===== src/rtl/gray_step_monitor.sv =====
// Registered monitor for a 4-bit reflected Gray stream: decodes each sample, classifies
// the move as hold/+1/-1 against the held reference, tracks position and counts illegal jumps.
module gray_step_monitor #(
   parameter int POS_W = 8,
   parameter int ERR_W = 4
) (
   input  logic             clk,
   input  logic             rst,
   input  logic [3:0]       gray_in,
   input  logic             gray_valid,
   input  logic             clear,
   output logic [3:0]       binary_out,
   output logic             step_valid,
   output logic             dir_up,
   output logic             dir_down,
   output logic [POS_W-1:0] position,
   output logic             err_flag,
   output logic [ERR_W-1:0] err_count,
   output logic             locked,
   output logic [1:0]       o_dbg_state
);

   // Handshake: gray_in is consumed on every rising edge where gray_valid is high;
   // there is no back-pressure, the monitor accepts one sample per cycle.

   typedef enum logic [1:0] {
      ST_UNLOCKED = 2'b00,
      ST_TRACK    = 2'b01,
      ST_FAULT    = 2'b10
   } state_t;

   localparam logic [POS_W-1:0] POS_ONE = {{(POS_W-1){1'b0}}, 1'b1};
   localparam logic [ERR_W-1:0] ERR_ONE = {{(ERR_W-1){1'b0}}, 1'b1};

   state_t           r_state;
   state_t           w_state_nxt;
   logic [3:0]       r_binary;
   logic [3:0]       w_binary_nxt;
   logic [POS_W-1:0] r_position;
   logic [POS_W-1:0] w_position_nxt;
   logic [ERR_W-1:0] r_err_count;
   logic [ERR_W-1:0] w_err_count_nxt;
   logic             r_step_valid;
   logic             r_dir_up;
   logic             r_dir_down;
   logic             r_err_flag;
   logic             r_locked;
   logic             w_step_valid_nxt;
   logic             w_dir_up_nxt;
   logic             w_dir_down_nxt;
   logic             w_err_flag_nxt;
   logic [3:0]       w_new_bin;
   logic [3:0]       w_delta;

   // Prefix-XOR Gray decode, written flat to avoid a self-referencing vector.
   always_comb begin
      w_new_bin[3] = gray_in[3];
      w_new_bin[2] = gray_in[3] ^ gray_in[2];
      w_new_bin[1] = gray_in[3] ^ gray_in[2] ^ gray_in[1];
      w_new_bin[0] = gray_in[3] ^ gray_in[2] ^ gray_in[1] ^ gray_in[0];
   end

   // binary_out doubles as the reference sample; modulo-16 wrap is the 4-bit subtract.
   assign w_delta = w_new_bin - r_binary;

   always_comb begin
      w_state_nxt      = r_state;
      w_binary_nxt     = r_binary;
      w_position_nxt   = r_position;
      w_err_count_nxt  = r_err_count;
      w_step_valid_nxt = 1'b0;
      w_dir_up_nxt     = 1'b0;
      w_dir_down_nxt   = 1'b0;
      w_err_flag_nxt   = 1'b0;

      if (clear) begin
         w_state_nxt     = ST_UNLOCKED;
         w_binary_nxt    = 4'd0;
         w_position_nxt  = '0;
         w_err_count_nxt = '0;
      end else if (gray_valid) begin
         case (r_state)
            ST_UNLOCKED, ST_FAULT: begin
               w_binary_nxt = w_new_bin;
               w_state_nxt  = ST_TRACK;
            end
            ST_TRACK: begin
               if (w_delta == 4'd1) begin
                  w_binary_nxt     = w_new_bin;
                  w_position_nxt   = r_position + POS_ONE;
                  w_step_valid_nxt = 1'b1;
                  w_dir_up_nxt     = 1'b1;
               end else if (w_delta == 4'd15) begin
                  w_binary_nxt     = w_new_bin;
                  w_position_nxt   = r_position - POS_ONE;
                  w_step_valid_nxt = 1'b1;
                  w_dir_down_nxt   = 1'b1;
               end else if (w_delta != 4'd0) begin
                  w_err_flag_nxt = 1'b1;
                  w_state_nxt    = ST_FAULT;
                  if (!(&r_err_count)) begin
                     w_err_count_nxt = r_err_count + ERR_ONE;
                  end
               end
            end
            default: begin
               w_state_nxt = ST_UNLOCKED;
            end
         endcase
      end
   end

   always_ff @(posedge clk or posedge rst) begin
      if (rst) begin
         r_state      <= ST_UNLOCKED;
         r_binary     <= 4'd0;
         r_position   <= '0;
         r_err_count  <= '0;
         r_step_valid <= 1'b0;
         r_dir_up     <= 1'b0;
         r_dir_down   <= 1'b0;
         r_err_flag   <= 1'b0;
         r_locked     <= 1'b0;
      end else begin
         r_state      <= w_state_nxt;
         r_binary     <= w_binary_nxt;
         r_position   <= w_position_nxt;
         r_err_count  <= w_err_count_nxt;
         r_step_valid <= w_step_valid_nxt;
         r_dir_up     <= w_dir_up_nxt;
         r_dir_down   <= w_dir_down_nxt;
         r_err_flag   <= w_err_flag_nxt;
         r_locked     <= (w_state_nxt == ST_TRACK);
      end
   end

   assign binary_out  = r_binary;
   assign step_valid  = r_step_valid;
   assign dir_up      = r_dir_up;
   assign dir_down    = r_dir_down;
   assign position    = r_position;
   assign err_flag    = r_err_flag;
   assign err_count   = r_err_count;
   assign locked      = r_locked;
   assign o_dbg_state = r_state;

endmodule


===== config.mk =====
export PLATFORM = sky130hd
export DESIGN_NAME = gray_step_monitor
export DESIGN_NICKNAME = d
export VERILOG_FILES = /design/src/rtl/gray_step_monitor.sv
export SDC_FILE = /design/constraint.sdc
export NUM_CORES = 1
export LEC_CHECK = 0
export CORE_MARGIN = 5
export CORE_UTILIZATION = 36
export DETAILED_ROUTE_END_ITERATION = 6
export GPL_ROUTABILITY_DRIVEN = 0
export SETUP_SLACK_MARGIN = 0.02
export SKIP_LAST_GASP = 1
export SYNTH_ARGS = -nofsm -noshare
export SYNTH_HDL_FRONTEND = slang
export SYNTH_SLANG_ARGS = --single-unit

===== constraint.sdc =====
create_clock -name clk -period 7.7 [get_ports clk]
set_input_delay 2.31 -clock clk [delete_from_list [all_inputs] [get_ports clk]]
set_output_delay 2.31 -clock clk [all_outputs]
set_load 0.05 [all_outputs]

# ---- Word-level counts from Yosys, hierarchy flattened
# Cells that the tools add are included.
# W data, S select, Z words.
dict set report op_classes {
  div 0
  n_addsub 4
  mul 0
  magnitude_cmp 0
  n_eq_ne 9
  reduce_logical 12
  bitwise_logic 3
  shift 0
  muxes 42
}
# op n
set op_table {}
lappend op_table {{$mux W4} 11}
lappend op_table {{$mux W8} 5}
lappend op_table {{$mux W1} 19}
lappend op_table {{$mux W2} 5}
lappend op_table {{$add A8 B1 Y8 const B} 1}
lappend op_table {{$pmux W4 S2} 1}
lappend op_table {{$sub A8 B1 Y8 const B} 1}
lappend op_table {{$ne A2 B2 Y1 const B} 3}
lappend op_table {{$reduce_and A3 Y1} 2}
lappend op_table {{$reduce_and A6 Y1} 1}
lappend op_table {{$reduce_bool A2 Y1} 3}
lappend op_table {{$reduce_bool A3 Y1} 2}
lappend op_table {{$add A4 B1 Y4 const B} 1}
lappend op_table {{$eq A2 B1 Y1 const B} 2}
lappend op_table {{$eq A4 B1 Y1 const B} 1}
lappend op_table {{$eq A4 B4 Y1 const B} 1}
lappend op_table {{$ne A4 B4 Y1 const B} 1}
lappend op_table {{$pmux W2 S2} 1}
lappend op_table {{$reduce_and A4 Y1} 1}
lappend op_table {{$reduce_bool A4 Y1} 1}
lappend op_table {{$sub A4 B4 Y4} 1}
lappend op_table {{$xor A1 B1 Y1} 3}
lappend op_table {{$eq A2 B2 Y1 const B} 1}
lappend op_table {{$logic_not A2 Y1} 1}
lappend op_table {{$reduce_or A2 Y1} 1}
dict set report totals {
  ramBits 0
  regBits 23
  n_memories 0
  in_bits 8
  word_cells 79
  rom_bits 0
  out_inout_bits 23
  latch_bits 0
}

# ---- Longest topological paths before layout
dict set report logic_depth {
  word_depth 12
  mapped_depth 16
  depth_no_buf 16
}

# ---- Worst setup path before layout
# Ideal clock, no wire load.
dict set report synth_timing {
  path_type {in2reg}
  start {in gray_in[2]}
  end {reg r_position[7] (netlist: position[7])}
  required_time_ps 7575
  path_stages 15
  setup_time_ps 125
  path_slack_ps 1962
  n_path_buf 0
  t_arrival_ps 5613
  path_cell_list {xnor2_1 xor2_1 xor2_1 ha_1 inv_1 fa_1 xor2_2 nor3_1 nand3_1 ha_1 a211oi_1 o21ai_0 a21oi_1 a2bb2o_4 mux2_2}
}
dict set report synth_via {
  elab_chain_len 9
  word_cells_on_any_way 12
  cone_classes {add/sub (1); eq/ne (2); mux (4); bitwise (3); reduce/logical (2)}
}
# item line_no
set synth_lines {}
lappend synth_lines {{start: declaration} 9} ;# input logic [3:0] gray_in,
lappend synth_lines {{$xor A1 B1 Y1 (*)} {58, 59, 60}}
lappend synth_lines {{$xor A1 B1 Y1} {59, 60}}
lappend synth_lines {{$xor A1 B1 Y1} 60} ;# w_new_bin[0] = gray_in[3] ^ gray_in[2] ^ gray_in[1] ^ gray_in[0];
lappend synth_lines {{$sub A4 B4 Y4 (*)} 64} ;# assign w_delta = w_new_bin - r_binary;
lappend synth_lines {{$eq A4 B1 Y1} 88} ;# if (w_delta == 4'd1) begin
lappend synth_lines {{$mux W8} 88}
lappend synth_lines {{$mux W8} 82} ;# case (r_state)
lappend synth_lines {{$mux W8} 81} ;# end else if (gray_valid) begin
lappend synth_lines {{$mux W8} 76} ;# if (clear) begin
lappend synth_lines {{end signal: assignment} 127} ;# r_position <= w_position_nxt;
lappend synth_lines {{end: declaration} 39} ;# logic [POS_W-1:0] r_position;
# Every way passes the cells marked *; elsewhere a longest branch is shown, timed or not. The select of a mux whose other input is x is not followed.
# A chain may end at the register's enable or synchronous reset.

# ---- Final worst setup path
dict set report layout_timing {
  start {in gray_in[3]}
  end {reg r_position[7] (netlist: position[7])}
}
dict set report layout_via {
  elab_chain_len 9
  word_cells_on_any_way 12
  cone_classes {add/sub (1); eq/ne (2); mux (4); bitwise (3); reduce/logical (2)}
}
# item line_no
set layout_lines {}
lappend layout_lines {{$xor A1 B1 Y1} {58, 59, 60}}
lappend layout_lines {{$xor A1 B1 Y1} {59, 60}}
lappend layout_lines {{$xor A1 B1 Y1} 60}
lappend layout_lines {{$sub A4 B4 Y4 (*)} 64}
lappend layout_lines {{$eq A4 B1 Y1} 88}
lappend layout_lines {{$mux W8} 88}
lappend layout_lines {{$mux W8} 82}
lappend layout_lines {{$mux W8} 81}
lappend layout_lines {{$mux W8} 76}
# Marked as above.

==> out/results.ini <==
[synth]
synth_fp_nets = 189
synthTopCellsByArea = dfrtp_1 35%, ha_1 7.7%, inv_1 4.4%
netlist-cell-type-count = 44
netlist_area_um2 = 1635
syn_area_per_cell_um2 = 9.676
synth_top_area_frac = 0.3520
synth-main-ff-cell = dfrtp_1
synth_fa_ha_area_frac = 0.1010
synthArstFlopShare = 1.000
yosys.area_share.xor_xnor = 0.05738
synthMuxAreaShare = 0.02219
yosys.area_share.simple = 0.1790
synth_edf_count = 0
ys_top_cells_by_count = 23 x dfrtp_1, 19 x inv_1, 12 x a21oi_1
ys_seq_elements = 23
yosysWarnings = 0
synth_top_cell_by_area = dfrtp_1
yosysMostFrequentCell = dfrtp_1
synth_cells = 169
seq_area_frac_synth = 0.3520
synth_top_family_by_area = compound AO/OA/AOI/OAI gates
synth_compound_area_frac = 0.2303

[floorplanning]
initial_utilization = 0.3730
die_area_um2 = 5991
core_area_um2 = 4384
die_height_um = 77.40
row_count = 24
io_pins = 31
fp.dieW_um = 77.40

[setup_path]
arrival_ns = 6.67
crit_path_start = gray_in[3]
timing.rr.end = position[7]$_DFFE_PP0P_
cp.required_ns = 7.86
rr_startpoint = binary_out[0]$_DFFE_PP0P_
regToRegSetupSlack_ns = 4.22
path_max_fanout = 10
reg2reg_depth = 11
critPathCaptureType = flop
cp-start-kind = primary input
crit_type = primary input to flop

[layout]
antenna_cells = 0
layout.cells.non_filler = 251
drive_above_1_share = 0.08040
design_area_um2 = 2022
final_util = 0.4612
area_delta_synth_final_pct = 23.64
nNetsFinal = 220

[timing]
slew_headroom = 0.3894
worst_pin_slew_ns = 0.9130
report.final.setup_viol = 0
setup_tns_ns = 0
whs_ns = 0.5766
period_minus_slack_ns = 6.515
final-hold-violation-count = 0
rsz0062_at_grt = no
finalWorstSetupSlack_ns = 1.185
max_freq_mhz = 153.5
fin_crit_sh = 0.8462
maxSlewViolCount = 0
skew_ns = 0.004601

[clocking]
insertion_delay_ns = 0.27
htree_levels = 1
cts_tree = yes
cts_buffer_depth = 2
cts_resized = 0
root_buffer = clkbuf_8
holdBufCountCts = 0
clk_pin_slew_worst_paths_ns = 0.09
postCtsSetupRepairBufs = 0
cts-buffers-inserted = 3
cts_num_sinks = 23

[place]
post_dp_cell_area_um2 = 1977
portBuffers = 30
dp_hpwl_mm = 2.792
dp_cells = 247
dp_slack_ns = 0.9663

[global_route]
grt_max_degree = 26
antenna_found_initial = 0
grt_pass1_wl_mm = 6.444
grt_pass1_vias = 1397
grt_use_total = 0.1284
grt.overflow.total = 0

[hold_path]
whs_endpoint = binary_out[1]$_DFFE_PP0P_
min_path_cells = 2
worstHoldStart = binary_out[1]$_DFFE_PP0P_
hold_class = flop to flop

[route]
ant_nets = 0
routedWlPerCell_um = 15.01
remaining_drc_errors = 0
dr.first_iter.drc_count = 82
drtPass1Iterations = 4
num_vias = 1364
vias_per_cell = 5.434
drt-total-wl_mm = 3.768

[power_and_ir_drop]
leakage_nw = 0.8293
power-per-cell-area_nw_per_um2 = 205.0
finalPower_mw = 0.4144
peakVddDrop_mv = 0.1011

[flow_run]
cap_viol_max_count = 0

[run_status]
status = completed

cell usage in the layout (no fill, tap or decap), drive strengths merged, types with 3 or more instances in the layout:
cell type and instances:
nor3 5, nand3 4, dfrtp 23, nand3b 4
nor2 7, nor4 4, nand4 5, o21ai 7
a21o 3, inv 19, nand2 5, o32ai 6
clkbuf 4, clkdlybuf4s50 30, a211oi 4, ha 10
nand2b 6, xor2 7, a21oi 13, o31ai 6
or4 3, nor2b 4
worst max-delay path by stage:
stage                                    to  slack (ns)  cells after the start
floorplan           position[7]$_DFFE_PP0P_        1.96                     15
global placement    position[7]$_DFFE_PP0P_        1.14                     16
detailed placement  position[7]$_DFFE_PP0P_        0.97                     16
CTS                 position[7]$_DFFE_PP0P_        1.23                     16
global route        position[7]$_DFFE_PP0P_        0.86                     16
finish              position[7]$_DFFE_PP0P_        1.18                     16
area by class of cell:
class	instances	area (um2)
well taps	52	65.06
inverters	19	71.32
clock buffers	4	45.04
repair buffers	30	300.3
fillers	416	2362
flip-flops and latches	23	575.6
multi-input cells	123	964.7
registers in the layout, indices dropped and copies added (netlist names):
register / cells
binary_out: 4
err_count: 4
locked: 1
dir_down: 1
dir_up: 1
step_valid: 1
o_dbg_state: 2
position: 8
err_flag: 1
kinds of logic after synthesis:
| kind of cell | count (synthesis) |
|---|---|
| multiplexers | 3 |
| AND/OR/NAND/NOR | 49 |
| adder cells (fa/ha/maj) | 12 |
| flip-flops | 23 |
| AO/OA/AOI/OAI | 50 |
| XOR/XNOR | 9 |
| buffers and inverters | 23 |
layer usage:
| metal | vias up | routed length (um) | part of all wire | track usage |
|---|---|---|---|---|
| li1 | 680 | - | - | - |
| met1 | 648 | 1659 | 0.44 | 0.1557 |
| met4 | 0 | 27 | 0.0072 | 0.02577 |
| met5 | - | 0 | 0 | 0 |
| met3 | 4 | 176 | 0.047 | 0.03125 |
| met2 | 32 | 1905 | 0.51 | 0.2306 |
critical path, cell delays in order:
cell             delay, ns
clkdlybuf4s50_1       0.52
xnor2_1               0.33
xor2_1                0.26
xor2_1                0.24
ha_1                  0.23
inv_1                 0.06
fa_1                  0.40
xor2_2                0.21
nor3_1                0.16
nand3_1               0.36
ha_1                  0.50
inv_1                 0.10
o31ai_1               0.31
nand3b_1              0.14
a2bb2o_4              0.21
mux2_2                0.32
power by group:
group | switching, mW | leakage [nW] | internal, mW | total (mW)
Sequential | 0.00796 | 0.315 | 0.129 | 0.137
Clock | 0.0404 | 0.0228 | 0.0370 | 0.0774
Combinational | 0.126 | 0.492 | 0.0740 | 0.200
Total | 0.175 | 0.829 | 0.240 | 0.414
Power figures use the tool's default switching activity.
